**src/rtl/video_timing_gen.sv**
```systemverilog
// rtl/video_timing_gen.sv - Raster timing generator: pixel divider, h/v counters, sync/blank decode.
// Define VTIMING_IRQ_EN to build the vblank interrupt flop; otherwise vblk_irq is tied low.
module video_timing_gen #(
   parameter int PIX_DIV      = 2,
   parameter int H_TOTAL      = 384,
   parameter int H_ACTIVE     = 256,
   parameter int H_SYNC_START = 288,
   parameter int H_SYNC_LEN   = 32,
   parameter int V_TOTAL      = 264,
   parameter int V_ACTIVE     = 224,
   parameter int V_SYNC_START = 240,
   parameter int V_SYNC_LEN   = 8,
   parameter int HW           = 10,
   parameter int VW           = 9
) (
   input  logic          clk,
   input  logic          rst_n,
   input  logic          ena,
   input  logic          irq_ack,
   output logic          pixel_ce,
   output logic [HW-1:0] htiming,
   output logic [VW-1:0] vtiming,
   output logic          hsync,
   output logic          vsync,
   output logic          hblank,
   output logic          vblank,
   output logic          video_valid,
   output logic          frame_start,
   output logic          vblk_irq
);

   localparam int DW = (PIX_DIV > 1) ? $clog2(PIX_DIV) : 1;
   localparam logic [DW-1:0] DIV_LAST = DW'(PIX_DIV - 1);
   localparam logic [HW-1:0] H_LAST   = HW'(H_TOTAL - 1);
   localparam logic [VW-1:0] V_LAST   = VW'(V_TOTAL - 1);

   if (PIX_DIV < 1 || PIX_DIV > 16) begin : g_bad_div
      $error("video_timing_gen: PIX_DIV must be 1..16");
   end
   if (H_ACTIVE >= H_TOTAL || V_ACTIVE >= V_TOTAL) begin : g_bad_active
      $error("video_timing_gen: active region must be smaller than total");
   end
   if (H_SYNC_START + H_SYNC_LEN > H_TOTAL || V_SYNC_START + V_SYNC_LEN > V_TOTAL) begin : g_bad_sync
      $error("video_timing_gen: sync window exceeds total");
   end
   if (H_TOTAL > 2**HW || V_TOTAL > 2**VW) begin : g_bad_width
      $error("video_timing_gen: total does not fit counter width");
   end

   logic [DW-1:0] div_q, div_d;
   logic [HW-1:0] h_q, h_d;
   logic [VW-1:0] v_q, v_d;
   logic          fs_q, fs_d;
   logic          running_q;
   logic          pix_tick;
   logic          h_wrap;
   logic          v_wrap;

   always_comb begin
      pix_tick = ena && (div_q == DIV_LAST);
      h_wrap   = (h_q == H_LAST);
      v_wrap   = (v_q == V_LAST);
      div_d    = div_q;
      h_d      = h_q;
      v_d      = v_q;
      fs_d     = 1'b0;
      if (ena) begin
         div_d = (div_q == DIV_LAST) ? '0 : div_q + DW'(1);
      end
      if (pix_tick) begin
         if (h_wrap) begin
            h_d  = '0;
            v_d  = v_wrap ? '0 : v_q + VW'(1);
            fs_d = v_wrap;
         end else begin
            h_d = h_q + HW'(1);
         end
      end
   end

   always_ff @(posedge clk or posedge rst_n) begin
      if (rst_n) begin
         div_q     <= '0;
         h_q       <= '0;
         v_q       <= '0;
         fs_q      <= 1'b0;
         running_q <= 1'b0;
      end else begin
         div_q     <= div_d;
         h_q       <= h_d;
         v_q       <= v_d;
         fs_q      <= fs_d;
         running_q <= 1'b1;
      end
   end

   // Reset gates the strobe so PIX_DIV=1 cannot leak ena through while held.
   assign pixel_ce    = pix_tick & ~rst_n;
   assign htiming     = h_q;
   assign vtiming     = v_q;
   assign hblank      = int'(h_q) >= H_ACTIVE;
   assign vblank      = int'(v_q) >= V_ACTIVE;
   assign hsync       = !(int'(h_q) >= H_SYNC_START && int'(h_q) < H_SYNC_START + H_SYNC_LEN);
   assign vsync       = !(int'(v_q) >= V_SYNC_START && int'(v_q) < V_SYNC_START + V_SYNC_LEN);
   assign video_valid = running_q & ~hblank & ~vblank;
   assign frame_start = fs_q & ena;

`ifdef VTIMING_IRQ_EN
   logic irq_q, irq_d;

   always_comb begin
      irq_d = irq_q;
      if (irq_ack) begin
         irq_d = 1'b0;
      end
      // Set beats a same-cycle acknowledge so a fresh vblank is never lost.
      if (pix_tick && h_wrap && int'(v_q) == V_ACTIVE - 1) begin
         irq_d = 1'b1;
      end
   end

   always_ff @(posedge clk or posedge rst_n) begin
      if (rst_n) begin
         irq_q <= 1'b0;
      end else begin
         irq_q <= irq_d;
      end
   end

   assign vblk_irq = irq_q;
`else
   logic unused_irq_ack;
   assign unused_irq_ack = irq_ack;
   assign vblk_irq       = 1'b0;
`endif

endmodule

```
**config.mk**
```make
export PLATFORM = sky130hd
export DESIGN_NAME = video_timing_gen
export DESIGN_NICKNAME = d
export VERILOG_FILES = /design/src/rtl/video_timing_gen.sv
export SDC_FILE = /design/constraint.sdc
export NUM_CORES = 1
export LEC_CHECK = 0
export BUFFER_PORTS_ARGS = -buffer_cell sky130_fd_sc_hd__buf_2
export CORE_AREA = 8 8 64 66
export DETAILED_ROUTE_END_ITERATION = 12
export DIE_AREA = 0 0 72 74
export PLACE_DENSITY_LB_ADDON = 0.05
export SYNTH_ARGS = -nofsm -noshare
export SYNTH_HDL_FRONTEND = slang
export SYNTH_SLANG_ARGS = --single-unit
export TNS_END_PERCENT = 10
```
**constraint.sdc**
```tcl
create_clock -name clk -period 3.1 [get_ports clk]
set_input_delay 0.62 -clock clk [delete_from_list [all_inputs] [get_ports clk]]
set_output_delay 0.62 -clock clk [all_outputs]
set_load 0.02 [all_outputs]
```
Word-level counts from Yosys, hierarchy flattened
Index checks and enable logic that the tools add are counted.
{"block": "op_classes", "addsub": 3, "n_lt_le_gt_ge": 6, "n_eq_ne": 2, "mux": 5, "bitwise_logic": 7, "reduce_logical": 6}
{"operator": "10-bit by 9-bit >= comparator with 1-bit output (second input constant)", "n": 2}
{"operator": "9-bit by 8-bit >= comparator with 1-bit output (second input constant)", "n": 2}
{"operator": "10-bit by 1-bit adder with 10-bit output (second input constant)", "n": 1}
{"operator": "10-bit by 9-bit equality test with 1-bit output (second input constant)", "n": 1}
{"operator": "10-bit by 9-bit less-than comparator with 1-bit output (second input constant)", "n": 1}
{"operator": "10-bit 2-to-1 mux", "n": 1}
{"operator": "9-bit by 1-bit adder with 9-bit output (second input constant)", "n": 1}
{"operator": "9-bit equality test (second input constant)", "n": 1}
{"operator": "9-bit by 8-bit less-than comparator with 1-bit output (second input constant)", "n": 1}
{"operator": "9-bit 2-to-1 mux", "n": 1}
{"operator": "1-bit bitwise AND", "n": 4}
{"operator": "1-bit logical AND", "n": 3}
{"operator": "1-bit 2-to-1 mux", "n": 3}
{"operator": "1-bit inverter", "n": 3}
{"operator": "1-bit zero test", "n": 2}
{"operator": "2-bit AND reduction", "n": 1}
{"operator": "1-bit adder (second input constant)", "n": 1}
{"block": "totals", "regBits": 22, "output_inout_bits": 27}

Logic depth before layout (Yosys ltp)
{"block": "logic_depth", "depth_word": 4, "depth_mapped": 7, "mapped_depth_nobuf": 5}

Worst setup path before layout
Ideal clock, no wire load.
{"block": "synth_timing", "path_type": "reg2out", "start": "reg v_q[6], in the netlist vtiming[6]", "end": "out video_valid", "arrival_ps": 1517, "required_time_ps": 2480, "path_slack_ps": 963, "stages_incl_launch_ff": 4, "n_path_buf": 0, "path_cell_list": "dfrtp_1 -> and3_1 -> or2_2 -> nor3_1"}
{"block": "synth_between", "elab_chain_cells": 3}
{"item": "start, declared", "line": "52", "source": "logic [VW-1:0] v_q, v_d;"}
{"item": "start signal, assigned", "line": "91", "source": "v_q <= v_d;"}
{"item": "9-bit by 8-bit >= comparator with 1-bit output", "line": "102", "source": "assign vblank = int'(v_q) >= V_ACTIVE;"}
{"item": "net vblank", "line": "26", "source": "output logic vblank,"}
{"item": "1-bit inverter", "line": "105", "source": "assign video_valid = running_q & ~hblank & ~vblank;"}
{"item": "1-bit bitwise AND", "line": "105"}
{"item": "end, declared", "line": "27", "source": "output logic video_valid,"}
The timed path passes the listed nets, and every way through them passes these cells.

Worst setup path after layout
{"block": "layout_timing", "start": "reg v_q[5], in the netlist vtiming[5]", "end": "out video_valid"}
{"block": "layout_between", "elab_chain_cells": 3}
{"item": "9-bit by 8-bit >= comparator with 1-bit output", "line": "102"}
{"item": "1-bit inverter", "line": "105"}
{"item": "1-bit bitwise AND", "line": "105"}
Every way passes these cells.

==> flow_metrics.env <==
export IMPL_drc=0
export IMPL_r2r_end="vtiming[6]$_DFFE_PP0P_"
export IMPL_syn_avg_cell_area_um2=9.65
export IMPL_clkTransAtPathRegs_ps=120
export IMPL_outcome="complete, no violations"
export IMPL_p_int_w=0.000448
export IMPL_switching_power_w=0.000226
export IMPL_hold_buffers=0
export IMPL_layout_min_cycle_time_ps=2170
export IMPL_dr_first_iter_drc_count=67
export IMPL_end_kind="output pin"
export IMPL_worst_pin_slew_ps=846
export IMPL_start_util=0.367
export IMPL_worst_path_buf_inv=1
export IMPL_drtPass1Iterations=4
export IMPL_max_vdd_ir_drop_uv=138
export IMPL_core_area_um2=3180
export IMPL_p_sw_frac=0.336
export IMPL_layout_common_cells="buf_2 (28), dfrtp_1 (22), nand2_1 (18), nand3_1 (11), inv_1 (6)"
export IMPL_synth_edf_count=0
export IMPL_r2r_cells=5
export IMPL_clock_sinks=22
export IMPL_rows=21
export IMPL_die_w_um=72
export IMPL_cts_resized=0
export IMPL_synth_warnings=0
export IMPL_antenna_found_initial=0
export IMPL_io_buffer_count=28
export IMPL_dr_wl_met2_um=1240
export IMPL_vias=937
export IMPL_critPathTopFamily="simple AND/OR/NAND/NOR gates"
export IMPL_crit_chain="and3_1, or2_2, nor3_1, buf_2"
export IMPL_antenna_left=0
export IMPL_grt_pass1_wl_um=4270
export IMPL_insertion_delay_ps=300
export IMPL_holdWs_ps=482
export IMPL_setup_viol=0
export IMPL_clockPowerShare=0.230
export IMPL_p_leak_nw=0.659
export IMPL_grtUsageTotal=0.101
export IMPL_crit_arrival_ps=1550
export IMPL_max_slew_margin_rel=0.435
export IMPL_slowest_stage="dfrtp_1"
export IMPL_fin_tns_setup_ps=0
export IMPL_wl_met3_um=108
export IMPL_netlist_area_um2=1170
export IMPL_synthDistinctLibCells=35
export IMPL_syn_num_nets=128
export IMPL_start_kind="flop"
export IMPL_maxCapViolCount=0
export IMPL_async_reset_ff_frac=1.00
export IMPL_ys_seq_elements=22
export IMPL_first_global_vias=938
export IMPL_slew_viol_final=0
export IMPL_grt_remaining_overflow=0
export IMPL_place_hpwl_um=1900
export IMPL_numCtsBuffers=3
export IMPL_cpPeakStageDelay_ps=460
export IMPL_required_ps=2480
export IMPL_hold_viol=0
export IMPL_wl_met1_um=1140
export IMPL_skew_ps=7.97
export IMPL_synth_ff_type="dfrtp_1"
export IMPL_syn_inst=121
export IMPL_power_density_nw_per_um2=493
export IMPL_die_h_um=74
export IMPL_dieArea_um2=5330
export IMPL_htreeDepth=1
export IMPL_cts_buffer_depth=2
export IMPL_period_share=0.701
export IMPL_postCtsSetupRepairBufs=0
export IMPL_routed_top_layer="met4"
export IMPL_cts_root_buf="clkbuf_4"
export IMPL_layout_cells_most_common="buf_2"
export IMPL_share_comb_of_total_power=0.212
export IMPL_rsz0062_at_grt="false"
export IMPL_fin_nets=157
export IMPL_areaGrowthSynthToFinish_pct=17.4
export IMPL_crit_type="flop to output pin"
export IMPL_r2r_slack_ps=1120
export IMPL_grt_max_degree=23
export IMPL_seqPwrFrac=0.558
export IMPL_drt_wl_total_um=2510
export IMPL_r2r_start="htiming[0]$_DFFE_PP0P_"
export IMPL_wl_per_cell_um=12.9
export IMPL_fmaxAchievable_ghz=0.460
export IMPL_min_path_type="input port to asynchronous set/reset pin"
export IMPL_routed_via_density=4.81
export IMPL_seq_area_frac_synth=0.472
export IMPL_antenna_cells=0
export IMPL_cts_tree="done"
export IMPL_gp_congestion=0.781
export IMPL_drive_above_1_share=0.255
export IMPL_cp_max_fo=7
export IMPL_io_pins=31
-- cell usage after synthesis, types with 2 or more instances --
cell	number	share of area
dfrtp_1	22	0.47
buf_4	2	0.013
xnor2_1	5	0.038
and3_1	3	0.016
nand2_1	18	0.058
nand3_1	11	0.047
nor2_1	5	0.016
o21ai_1	2	0.0086
xor2_1	4	0.030
or2_2	2	0.011
conb_1	2	0.0064
nand4_1	5	0.027
o21ai_0	5	0.021
nor3_1	2	0.0086
o22ai_1	2	0.011
inv_1	6	0.019
and4_1	4	0.030
a21oi_1	2	0.0086
ha_1	3	0.032
-- per-layer routing --
layer,track usage,vias to the layer above
met3,0.0256,2
li1,-,477
met1,0.118,439
met2,0.172,19
met5,0,-
met4,0.0431,0
-- worst register-to-register path, stage by stage (launching register included) --
cell and delay [ps]:
dfrtp_1 480, ha_1 220, and4_1 350, and3_1 400
nand2_1 190, o31ai_1 250
-- worst max path at each step --
stage / startpoint / end / slack [ps] / depth (start not counted)
final: vtiming[5]$_DFFE_PP0P_ / video_valid / 930 / 4
after global routing: vtiming[5]$_DFFE_PP0P_ / video_valid / 830 / 4
after CTS: vtiming[5]$_DFFE_PP0P_ / video_valid / 900 / 4
after detailed placement: ena / vtiming[6]$_DFFE_PP0P_ / 1020 / 5
after global placement: ena / vtiming[6]$_DFFE_PP0P_ / 1020 / 5
after floorplan: vtiming[6]$_DFFE_PP0P_ / video_valid / 960 / 3
-- stage by stage --
step                      instance area (um2)  worst slack [ps]  power, W  utilization  instances
after global placement                   1330              1020  0.000527        0.420        191
after global routing                     1370               831  0.000725        0.431        195
final                                    1370               926  0.000675        0.431        195
after detailed placement                 1330              1020  0.000529        0.420        191
after floorplan                          1170               963  0.000473            -        121
after CTS                                1370               895  0.000686        0.431        195
-- state kept, by name, indices dropped and copies added (netlist names) --
register	cells
div_q	1
fs_q	1
htiming	10
running_q	1
vtiming	9
-- cell type report --
class,instances,area (um2)
Fill cell,333,1810
Inverter,6,22.5
Multi-Input combinational cell,89,563
Clock buffer,4,36.3
Sequential cell,22,551
Timing Repair Buffer,28,140
Tap cell,46,57.6
-- power by group through the flow --
| stage | Clock [W] | Combinational, W | Sequential [W] |
|---|---|---|---|
| final | 0.000155 | 0.000143 | 0.000377 |
| after floorplan | 0 | 0.0000662 | 0.000407 |
| after global routing | 0.000173 | 0.000165 | 0.000387 |
| after CTS | 0.000162 | 0.000146 | 0.000378 |
| after detailed placement | 0 | 0.000146 | 0.000384 |
| after global placement | 0 | 0.000145 | 0.000381 |
-- logic make-up (layout without fill, tap and decap cells) --
| family | count (synthesis) | after routing | synth area share |
|---|---|---|---|
| AND/OR/NAND/NOR | 61 | 61 | 0.308 |
| flip-flops | 22 | 22 | 0.472 |
| AO/OA/AOI/OAI | 14 | 14 | 0.0686 |
| buffers and inverters | 10 | 38 | 0.0461 |
| XOR/XNOR | 9 | 9 | 0.0675 |
| adder cells (fa/ha/maj) | 3 | 3 | 0.0322 |
| other | 2 | 2 | 0.00643 |
No activity file was read; power rests on OpenSTA's default activity.
